`src/rtl/out_port_sched.sv`:
```
// Output-port scheduler: round-robin arbitration of five input FIFOs onto one
// credit-flow-controlled output. Optional grant counter under SCHED_STATS_EN.
module out_port_sched #(
    parameter int unsigned DEPTH = 4,
    parameter int unsigned CW    = 3
) (
    input  logic          clk,
    input  logic          rst,
    input  logic [4:0]    req_i,
    input  logic          credit_inc_i,
    output logic [4:0]    grant_o,
    output logic [4:0]    pop_o,
    output logic [2:0]    port_select_o,
    output logic          send_en_o,
    output logic [CW-1:0] credits_o,
    output logic          full_o,
`ifdef SCHED_STATS_EN
    output logic [15:0]   grant_cnt_o,
`endif
    output logic          cred_err_o
);

    localparam int unsigned N_IN  = 5;
    localparam int unsigned SEL_W = 3;
    localparam int unsigned IDX_W = 4;
    localparam logic [SEL_W-1:0] SEL_NONE = 3'd7;
    localparam logic [CW-1:0]    CRED_MAX = CW'(DEPTH);

    typedef enum logic [1:0] {
        ST_IDLE      = 2'd0,
        ST_GRANT     = 2'd1,
        ST_WAIT_CRED = 2'd2
    } state_t;

    state_t             state_q, state_d;
    logic [SEL_W-1:0]   ptr_q, ptr_d;
    logic [SEL_W-1:0]   psel_q, psel_d;
    logic [N_IN-1:0]    grant_q, grant_d;
    logic [N_IN-1:0]    pop_q, pop_d;
    logic               send_q, send_d;
    logic [CW-1:0]      credits_q, credits_d;
    logic               cred_err_q, cred_err_d;

    logic               win_found;
    logic [SEL_W-1:0]   win_idx;
    logic [IDX_W-1:0]   cand_sum;
    logic [SEL_W-1:0]   cand;

    // Round-robin search starting at ptr_q, wrapping modulo five.
    always_comb begin
        win_found = 1'b0;
        win_idx   = '0;
        cand_sum  = '0;
        cand      = '0;
        for (int i = 0; i < int'(N_IN); i++) begin
            cand_sum = IDX_W'(ptr_q) + IDX_W'(i);
            if (cand_sum >= IDX_W'(N_IN)) begin
                cand_sum = cand_sum - IDX_W'(N_IN);
            end
            cand = SEL_W'(cand_sum);
            if (!win_found && req_i[cand]) begin
                win_found = 1'b1;
                win_idx   = cand;
            end
        end
    end

    // Next-state and registered-output decode; strobes are loaded on GRANT entry.
    always_comb begin
        state_d = state_q;
        ptr_d   = ptr_q;
        psel_d  = SEL_NONE;
        grant_d = '0;
        pop_d   = '0;
        send_d  = 1'b0;
        unique case (state_q)
            ST_IDLE: begin
                if (|req_i) begin
                    if (credits_q != '0 && win_found) begin
                        state_d = ST_GRANT;
                        psel_d  = win_idx;
                        grant_d = N_IN'(1) << win_idx;
                        pop_d   = N_IN'(1) << win_idx;
                        send_d  = 1'b1;
                    end else begin
                        state_d = ST_WAIT_CRED;
                    end
                end
            end
            ST_GRANT: begin
                state_d = ST_IDLE;
                ptr_d   = (psel_q == SEL_W'(N_IN - 1)) ? '0 : psel_q + SEL_W'(1);
            end
            ST_WAIT_CRED: begin
                if (credits_q != '0 || !(|req_i)) begin
                    state_d = ST_IDLE;
                end
            end
            default: begin
                state_d = ST_IDLE;
            end
        endcase
    end

    // Credit counter; a return with the count already full is an overflow.
    always_comb begin
        credits_d  = credits_q;
        cred_err_d = cred_err_q;
        unique case ({send_q, credit_inc_i})
            2'b10: credits_d = credits_q - CW'(1);
            2'b01: begin
                if (credits_q == CRED_MAX) begin
                    cred_err_d = 1'b1;
                end else begin
                    credits_d = credits_q + CW'(1);
                end
            end
            default: credits_d = credits_q;
        endcase
    end

    always_ff @(posedge clk or posedge rst) begin
        if (rst) begin
            state_q    <= ST_IDLE;
            ptr_q      <= '0;
            psel_q     <= SEL_NONE;
            grant_q    <= '0;
            pop_q      <= '0;
            send_q     <= 1'b0;
            credits_q  <= CRED_MAX;
            cred_err_q <= 1'b0;
        end else begin
            state_q    <= state_d;
            ptr_q      <= ptr_d;
            psel_q     <= psel_d;
            grant_q    <= grant_d;
            pop_q      <= pop_d;
            send_q     <= send_d;
            credits_q  <= credits_d;
            cred_err_q <= cred_err_d;
        end
    end

    assign grant_o       = grant_q;
    assign pop_o         = pop_q;
    assign port_select_o = psel_q;
    assign send_en_o     = send_q;
    assign credits_o     = credits_q;
    assign full_o        = (credits_q == '0);
    assign cred_err_o    = cred_err_q;

`ifdef SCHED_STATS_EN
    logic [15:0] grant_cnt_q, grant_cnt_d;

    // Counts completed GRANT cycles, wrapping naturally at 16 bits.
    always_comb begin
        grant_cnt_d = grant_cnt_q;
        if (send_q) begin
            grant_cnt_d = grant_cnt_q + 16'd1;
        end
    end

    always_ff @(posedge clk or posedge rst) begin
        if (rst) begin
            grant_cnt_q <= '0;
        end else begin
            grant_cnt_q <= grant_cnt_d;
        end
    end

    assign grant_cnt_o = grant_cnt_q;
`endif

endmodule

```
`config.mk`:
```
export PLATFORM = sky130hd
export DESIGN_NAME = out_port_sched
export DESIGN_NICKNAME = d
export VERILOG_FILES = /design/src/rtl/out_port_sched.sv
export SDC_FILE = /design/constraint.sdc
export NUM_CORES = 1
export LEC_CHECK = 0
export ABC_AREA = 1
export CORE_MARGIN = 2
export CORE_UTILIZATION = 50
export DETAILED_ROUTE_END_ITERATION = 8
export PLACE_DENSITY = 0.85
export SETUP_SLACK_MARGIN = 0.2
export SYNTH_ARGS = -nofsm -noshare
export SYNTH_HDL_FRONTEND = slang
export SYNTH_SLANG_ARGS = --single-unit
```
`constraint.sdc`:
```
create_clock -name clk -period 2.5 [get_ports clk]
set_clock_uncertainty 0.15 [all_clocks]
set_input_delay 0.5 -clock clk [delete_from_list [all_inputs] [get_ports clk]]
set_output_delay 0.5 -clock clk [all_outputs]
set_load 0.005 [all_outputs]
```
==> results of run 1 <==
[registers in the layout, summed over array words and instances, names as in the netlist]
name,flops
state_q,2
port_select_o,3
send_en_o,1
cred_err_o,1
pop_o,5
credits_o,3
ptr_q,3
[final cells by class]
class | instances | area, sq um
fillers | 264 | 905
clock buffers | 4 | 55.1
well taps | 48 | 60.1
multi-input cells | 190 | 1470
flip-flops and latches | 18 | 458
repair buffers | 66 | 561
inverters | 39 | 154
[routing by layer]
metal / global-route usage / wire, um / vias up
li1: - / - / 964
met1: 0.303 / 2180 / 956
met2: 0.451 / 3010 / 100
met3: 0.0240 / 327 / 21
met4: 0.130 / 182 / 0
met5: 0 / 0 / -
[synthesized netlist by cell type]
| library cell | n | area [sq um] |
|---|---|---|
| xnor2_2 | 1 | 16.3 |
| a21boi_0 | 1 | 7.51 |
| nor2_1 | 12 | 45.0 |
| fa_1 | 2 | 40.0 |
| o211ai_1 | 2 | 15.0 |
| xnor2_1 | 1 | 8.76 |
| nor2_2 | 6 | 37.5 |
| o21ai_2 | 3 | 26.3 |
| o21ai_1 | 2 | 10.0 |
| nand2_1 | 44 | 165 |
| dfrtp_1 | 14 | 350 |
| a21oi_4 | 1 | 16.3 |
| nand3b_1 | 1 | 7.51 |
| buf_4 | 5 | 37.5 |
| nand4_4 | 1 | 21.3 |
| clkbuf_2 | 1 | 5.00 |
| buf_6 | 1 | 11.3 |
| o21ai_0 | 9 | 45.0 |
| nand3_1 | 39 | 195 |
| inv_1 | 35 | 131 |
| a21oi_1 | 1 | 5.00 |
| inv_2 | 4 | 15.0 |
| nor2_4 | 1 | 11.3 |
| nand2_4 | 5 | 56.3 |
| o21a_1 | 1 | 7.51 |
| o21ai_4 | 1 | 16.3 |
| o22ai_1 | 2 | 12.5 |
| o21bai_1 | 1 | 7.51 |
| nand3_2 | 4 | 40.0 |
| ha_1 | 10 | 125 |
| xor2_4 | 1 | 27.5 |
| nand3_4 | 2 | 35.0 |
| nor2_8 | 1 | 20.0 |
| nor3_1 | 3 | 15.0 |
| dfstp_2 | 4 | 105 |
| a31oi_1 | 2 | 12.5 |
| mux2_2 | 1 | 11.3 |
| nand2_2 | 15 | 93.8 |
| nand4_1 | 10 | 62.6 |
| xor2_1 | 2 | 17.5 |
| nand4_2 | 1 | 12.5 |
[kinds of logic (layout without fill, tap and decap cells)]
group,count (synthesis),count (layout),share of synthesized area
and+or+nand+nor,145,146,0.430
buffers and inverters,46,109,0.105
xor gates and xnor gates,5,5,0.0368
DFF,18,18,0.239
AOI/OAI and AO/OA,26,26,0.0954
muxes,1,1,0.00592
adders and majority gates,12,12,0.0868
[per-stage QoR]
| stage | setup slack, ns | hold slack (ns) | TNS (ns) | utilization | std cells |
|---|---|---|---|---|---|
| after global routing | -0.379 | 0.365 | -3.03 | 0.753 | 365 |
| after floorplan | 0.0644 | 0.286 | 0 | - | 253 |
| after detailed placement | -0.196 | 0.319 | -1.15 | 0.663 | 348 |
| after global placement | -0.0855 | 0.315 | -0.304 | 0.663 | 348 |
| final | -0.289 | 0.331 | -1.98 | 0.753 | 365 |
| after CTS | -0.0873 | 0.334 | -0.382 | 0.697 | 357 |
[timing repair]
item | 4_1_cts | 5_1_grt
hold endpoints to repair | 0 | 0
setup endpoints to repair | 12 | 11
resized for setup | 9 | 31
buffers inserted | 4 | 8
cloned | 1 | 0
pin swaps | 8 | 17
[final timing paths]
path                       startpoint         end  slack [ns]  cells after the start
setup reg to reg             ptr_q[1]    pop_o[0]       -0.29                     17
setup / recovery             ptr_q[1]    pop_o[0]       -0.29                     17
min in group asynchronous         rst    ptr_q[2]        0.49                      2
max in group asynchronous         rst    ptr_q[1]        1.25                      2
hold reg to reg            cred_err_o  cred_err_o        0.33                      1
hold / removal             cred_err_o  cred_err_o        0.33                      1
==> summary.txt, run 1 <==
Status
  – Status: complete, but fails checks
  – Failing checks: setup timing

Final layout
  – Area delta synth->final: 44.9%
  – Commonest non-fill, non-tap cell in the layout: buf_4
  – Diodes inserted: 0
  – Layout cells sized above 1: 0.416
  – Layout Cell Area excl Fill: roughly 2800 sq um
  – Most frequent cells in the layout: buf_4, nand2_1, nand3_1
  – Layout Nets: 338

Die
  – Io pins: 27
  – Core area: 3660 sq um
  – Initial core utilization: 0.519
  – Die area: 4310 sq um
  – Die height: 65.7 um
  – FP Rows: 22
  – Die width: 65.7 um

Timing
  – Slew Limit Headroom: 0.558
  – Final-report setup violation count: 11
  – Worst Setup Slack, final: -0.289 ns
  – Fmax: 359 MHz
  – Fin crit share: 1.12
  – Unrepaired setup endpoints after global routing: yes
  – Min Tclk post-route: 2.79 ns
  – Worst-Margin Slew: ~0.66 ns
  – Final slew viol count: 0
  – Final Hold Violating Endpoints: 0

Hold path
  – Min-delay worst type: reg2reg

Critical path
  – Top delay family on crit path: simple AND/OR/NAND/NOR gates
  – Setup crit start kind: flip-flop
  – Crit-path most repeated cell: nand2_1
  – CP Buf/Inv Count: 3
  – Arrival time at the worst endpoint: 2.83 ns
  – Crit path max-delay cell type: dfrtp_2
  – Worst Path Max Fanout: 7
  – CP required: 2.54 ns
  – Critical path, cell by cell: ha_4, inv_2, fa_2, inv_4, nand2_8, o21ai_1, nand3_1, nand2_1, nand2_2, nand2_4, buf_4, nor2_4, nand3_1, nand2_1, nor2_2, nand2_1, nor2_2
  – Critical path type: reg2reg
  – Max stage delay on crit path: slightly below 0.5 ns
  – Worst setup EP type: flip-flop

Clocking
  – CTS clk-pin slew, worst paths: 0.07 ns
  – Num CTS Buffers: 3
  – CTS tree: done
  – CTS Sinks: 18
  – H-tree Lvls: 1
  – Hold_buf cts: 0
  – Clk buf depth: 2
  – Root Buffer Master: clkbuf_8
  – Clk_lat worst skew: 0.26 ns

Placement
  – Routability cong.: 0.917
  – I/O Buffers: 26
  – Area post-placement: between 2000 and 2500 sq um
  – Detail Placement HPWL: around 4000 um

Routing
  – Remaining DRCs: 0
  – Antenna-violating nets left: 0
  – Post-DR wirelength/cell: 15.6 um
  – Vias per cell: roughly 5.6
  – Drt first pass iters: 4
  – Iteration-0 DRC Markers: 93
  – Vias: a little over 2000
  – Post-Route WL: about 5700 um

Logic synthesis
  – Netlist area before placement: 1900 sq um
  – Avg Cell Area, Syn: between 7 and 8 sq um
  – Cell variety after synth: 41
  – Sequential area share after synthesis: 0.239
  – Synthesized net count: about 270
  – Ys Warns: 0
  – Post-Synthesis Cells: 253
  – Synth Register Bits: 18

Global routing
  – Largest net degree at the start of global routing: 19
  – Via count of the first global-routing pass: 1899
  – GRT overflow: 0
  – Total global-route track usage: 0.254
  – First-pass GRT wire length: ~8400 um
  – Antenna violations before repair: 0

Run
  – Max cap viols: 0
Power of run 1 is not shown: default switching activity piles up to over one toggle a cycle in this logic, so the estimate is an artifact.
==> run 2, diff against run 1 <==
- CORE_UTILIZATION: 50 -> 51
- CTS_BUF_LIST: unset -> sky130_fd_sc_hd__clkbuf_4 sky130_fd_sc_hd__clkbuf_8
- PLACE_DENSITY: 0.85 -> 0.86
==> summary.txt, run 2 (synthesis gave the netlist of run 1 again) <==
Critical path
  – R2R Setup Slk: -0.12 ns
  – Top delay family on crit path: simple AND/OR/NAND/NOR gates
  – Critical path type: reg2reg
  – Max stage delay on crit path: about 0.48 ns
  – CP required: 2.54 ns
  – Worst setup EP type: flip-flop
  – Worst Path Max Fanout: 7
  – Worst-case reg-to-reg path depth: 14
  – FF-to-FF End: pop_o[3]
  – R2R Path Start: ptr_q[1]
  – Setup crit start kind: flip-flop
  – Arrival time at the worst endpoint: 2.67 ns
  – CP Buf/Inv Count: 2
  – Crit path max-delay cell type: dfrtp_2
  – Critical path, cell by cell: buf_12, fa_2, inv_4, nand2_4, nand2_2, o21a_1, nand4_1, nand2_4, nand4_1, nor2_1, nor2_2, nand3_1, nand3_1, nor2_1

Routing
  – Remaining DRCs: 0
  – Vias per cell: 5.38
  – Drt first pass iters: 4
  – Post-DR wirelength/cell: 14.2 um
  – Iteration-0 DRC Markers: about 80
  – Vias: ~1900
  – Post-Route WL: just over 5000 um
  – Antenna-violating nets left: 0

Hold path
  – Worst Hold Depth: 1
  – Min-delay worst type: reg2reg
  – Hold endpoint: cred_err_o
  – Hold_sp: cred_err_o

Clocking
  – Hold_buf cts: 0
  – CTS tree: done
  – Clk_lat worst skew: between 0.2 and 0.3 ns
  – Clk buf depth: 2
  – Root Buffer Master: clkbuf_8
  – CTS Sinks: 18
  – H-tree Lvls: 1
  – Num CTS Buffers: 3
  – CTS clk-pin slew, worst paths: 0.07 ns

Timing
  – Worst-Margin Slew: roughly 0.70 ns
  – Final Hold Violating Endpoints: 0
  – Fin crit share: 1.05
  – Worst Setup Slack, final: -0.125 ns
  – Min Hold Slack: 0.333 ns
  – Final slew viol count: 0
  – Min Tclk post-route: 2.62 ns
  – Unrepaired setup endpoints after global routing: yes
  – Final-report setup violation count: 9
  – Slew Limit Headroom: 0.533
  – Fmax: between 300 and 400 MHz

Final layout
  – Max reg flops: 5
  – Register area: 458 sq um
  – Diodes inserted: 0
  – Layout cells sized above 1: 0.407
  – Area delta synth->final: 41.4%
  – Area taken by multi-input logic gates: between 1000 and 1500 sq um
  – Commonest non-fill, non-tap cell in the layout: nand2_1
  – Most frequent cells in the layout: nand2_1, buf_4, nand3_1
  – Fillers: 273
  – Layout Nets: 333

Die
  – Die area: 4230 sq um
  – Initial core utilization: 0.523
  – FP Rows: 22
  – Core area: 3630 sq um
  – Die width: 65.1 um
  – Die height: 65.1 um
  – Io pins: 27

Global routing
  – Antenna violations before repair: 0
  – First-pass GRT wire length: 8160 um
  – Largest net degree at the start of global routing: 19
  – GRT overflow: 0
  – Total global-route track usage: 0.248
  – Via count of the first global-routing pass: 1809

Run
  – Max cap viols: 0

Status
  – Status: complete, but fails checks
  – Failing checks: setup timing

Placement
  – Detail Placement HPWL: 3800 um
  – Routability cong.: approximately 0.93
  – I/O Buffers: 26
==> run 2: layer usage <==
layer	vias to the layer above	wire length, um	GRT usage
met5	-	0	0
met4	0	124	0.0885
met3	14	148	0.0243
met2	48	2670	0.447
met1	921	2150	0.305
li1	952	-	-
==> run 2: layout make-up <==
cell class                 instances  share of cell area
multi-input combinational        190               0.530
clock buffer                       4              0.0205
sequential                        18               0.170
inverter                          39              0.0572
tap                               48              0.0223
timing repair buffer              61               0.199
==> run 2: worst max path at each step <==
stage             start  endpoint  slack [ns]  depth (start not counted)
2_1_floorplan  ptr_q[0]  pop_o[4]        0.06                         16
3_3_place_gp   ptr_q[0]  pop_o[1]       -0.08                         16
6_report       ptr_q[1]  pop_o[3]       -0.12                         14
4_1_cts        ptr_q[1]  pop_o[2]       -0.09                         18
3_5_place_dp   ptr_q[0]  pop_o[4]       -0.14                         16
5_1_grt        ptr_q[0]  pop_o[4]       -0.29                         19
==> run 2: repair_timing <==
action / 4_1_cts / 5_1_grt
cloned: 1 / 0
setup buffers: 4 / 4
gates resized for setup: 8 / 27
setup endpoints to repair: 12 / 11
pin swaps: 4 / 6
==> run 2: stage by stage <==
stage / setup TNS (ns) / cell area [sq um] / instances / utilization / setup slack, ns
global placement: -0.293 / 2420 / 347 / 0.666 / -0.0823
CTS: -0.462 / 2540 / 356 / 0.698 / -0.0903
global route: -2.30 / 2690 / 360 / 0.740 / -0.287
floorplan: 0 / 1950 / 253 / - / 0.0644
detailed placement: -0.672 / 2420 / 347 / 0.666 / -0.139
finish: -0.800 / 2690 / 360 / 0.740 / -0.125
Power of run 2 is left out for the same reason.
==> run 3, diff against run 2 <==
- CORE_UTILIZATION: 51 -> 57
- PLACE_DENSITY: 0.86 -> 0.91
- clock period: 2.5 -> 2.7 ns (I/O delays scaled with it)
==> summary.txt, run 3 (synthesis gave the netlist of run 1 again) <==
Global routing
  – Largest net degree at the start of global routing: 19
  – GR peak layer: met2
  – M1 GR Usage: 0.357
  – Grt met3 use: 0.0166
  – Via count of the first global-routing pass: 1835
  – GRT overflow: 0
  – Total global-route track usage: 0.291
  – First-pass GRT wire length: between 8000 and 9000 um
  – Antenna violations before repair: 0
  – GR Util met2: 0.549

Final layout
  – Commonest non-fill, non-tap cell in the layout: nand2_1
  – Diodes inserted: 0
  – Layout Nets: between 300 and 400
  – Most frequent cells in the layout: nand2_1, buf_4, nand3_1
  – Layout cells sized above 1: 0.397
  – Max reg flops: 5
  – Area delta synth->final: 38.1%

Clocking
  – CTS clk-pin slew, worst paths: 0.10 ns
  – CTS tree: done
  – CTS Sinks: 18
  – Clk buf depth: 2
  – H-tree Lvls: 1
  – Clk_lat worst skew: 0.30 ns
  – Hold_buf cts: 0
  – Num CTS Buffers: 3
  – Root Buffer Master: clkbuf_4

Critical path
  – CP required: 2.78 ns
  – Arrival time at the worst endpoint: 2.93 ns
  – Worst-case reg-to-reg path depth: 15
  – Setup crit start kind: flip-flop
  – CP Buf/Inv Count: 2
  – Top delay family on crit path: simple AND/OR/NAND/NOR gates
  – Crit path depth: 15
  – Worst Setup SP: ptr_q[1]
  – Critical path type: reg2reg
  – Max stage delay on crit path: 0.50 ns
  – Critical path, cell by cell: buf_4, fa_2, inv_4, nand2_8, o21ai_1, nand3_2, nand2_1, nand2_1, nand2_2, nand4_1, nor2_1, nor2_2, nand3_1, nand3_1, nor2_1
  – R2R Path Start: ptr_q[1]
  – Crit path max-delay cell type: dfrtp_2
  – Worst setup EP type: flip-flop
  – Worst Path Max Fanout: 7

Timing
  – Fin crit share: 1.06
  – Min Tclk post-route: 2.85 ns
  – Final slew viol count: 0
  – Final Hold Violating Endpoints: 0
  – Worst Setup Slack, final: -0.153 ns
  – Worst-Margin Slew: 0.669 ns
  – Unrepaired setup endpoints after global routing: yes
  – Fin Setup TNS: -0.653 ns
  – Slew Limit Headroom: 0.554
  – Fmax: 351 MHz
  – Final-report setup violation count: 8

Routing
  – Iteration-0 DRC Markers: 204
  – Post-DR wirelength/cell: 18.5 um
  – Remaining DRCs: 0
  – Antenna-violating nets left: 0
  – Post-Route WL: ~6500 um
  – Vias: 2181
  – Vias per cell: about 6
  – Drt first pass iters: 6

Run
  – Max cap viols: 0

Die
  – Io pins: 27
  – Die area: 3810 sq um
  – Core area: 3100 sq um
  – FP Rows: 20
  – Initial core utilization: 0.613
  – Die height: slightly above 60 um
  – Die width: 61.8 um

Placement
  – Routability cong.: 0.972
  – I/O Buffers: 26
  – Detail Placement HPWL: ~3800 um

Status
  – Status: complete, but fails checks
  – Failing checks: setup timing

Hold path
  – Min-delay worst type: reg2reg
  – Hold_sp: cred_err_o
  – Worst Hold Depth: 1
run 3: final cells by class:
type                            count  area, sq um
Sequential cell                    18          458
Fill cell                         180          477
Tap cell                           44         55.1
Inverter                           39          149
Clock buffer                        4         36.3
Timing Repair Buffer               59          512
Multi-Input combinational cell    190         1420
run 3: path summary, 6_finish.rpt:
check	slack (ns)	endpoint
min reg2reg	0.33	cred_err_o
min in group asynchronous	0.48	ptr_q[1]
max in group asynchronous	1.46	ptr_q[2]
min	0.33	cred_err_o
max reg2reg	-0.15	pop_o[1]
max	-0.15	pop_o[1]
run 3: repair_timing:
item / 4_1_cts / 5_1_grt
pin swaps: 13 / 20
endpoints found under the setup margin: 11 / 11
resized for setup: 16 / 26
gates cloned: 1 / 0
buffers inserted: 9 / 13
run 3: layer usage:
metal / up-vias / part of all wire / wire length, um
met2: 173 / 0.50 / 3260
met1: 1014 / 0.35 / 2270
li1: 947 / - / -
met3: 47 / 0.095 / 624
met5: - / 0 / 0
met4: 0 / 0.060 / 391
run 3: per-stage QoR:
step                utilization  hold WS [ns]  cell area, sq um  worst slack, ns  std cells
finish                    0.846         0.332              2630           -0.153        354
detailed placement        0.727         0.315              2250           0.0291        327
global route              0.846         0.362              2630           -0.293        354
CTS                       0.779         0.337              2420            0.111        341
floorplan                     -         0.318              1910            0.201        253
global placement          0.727         0.311              2250           0.0828        327
Power of run 3 is left out for the same reason.
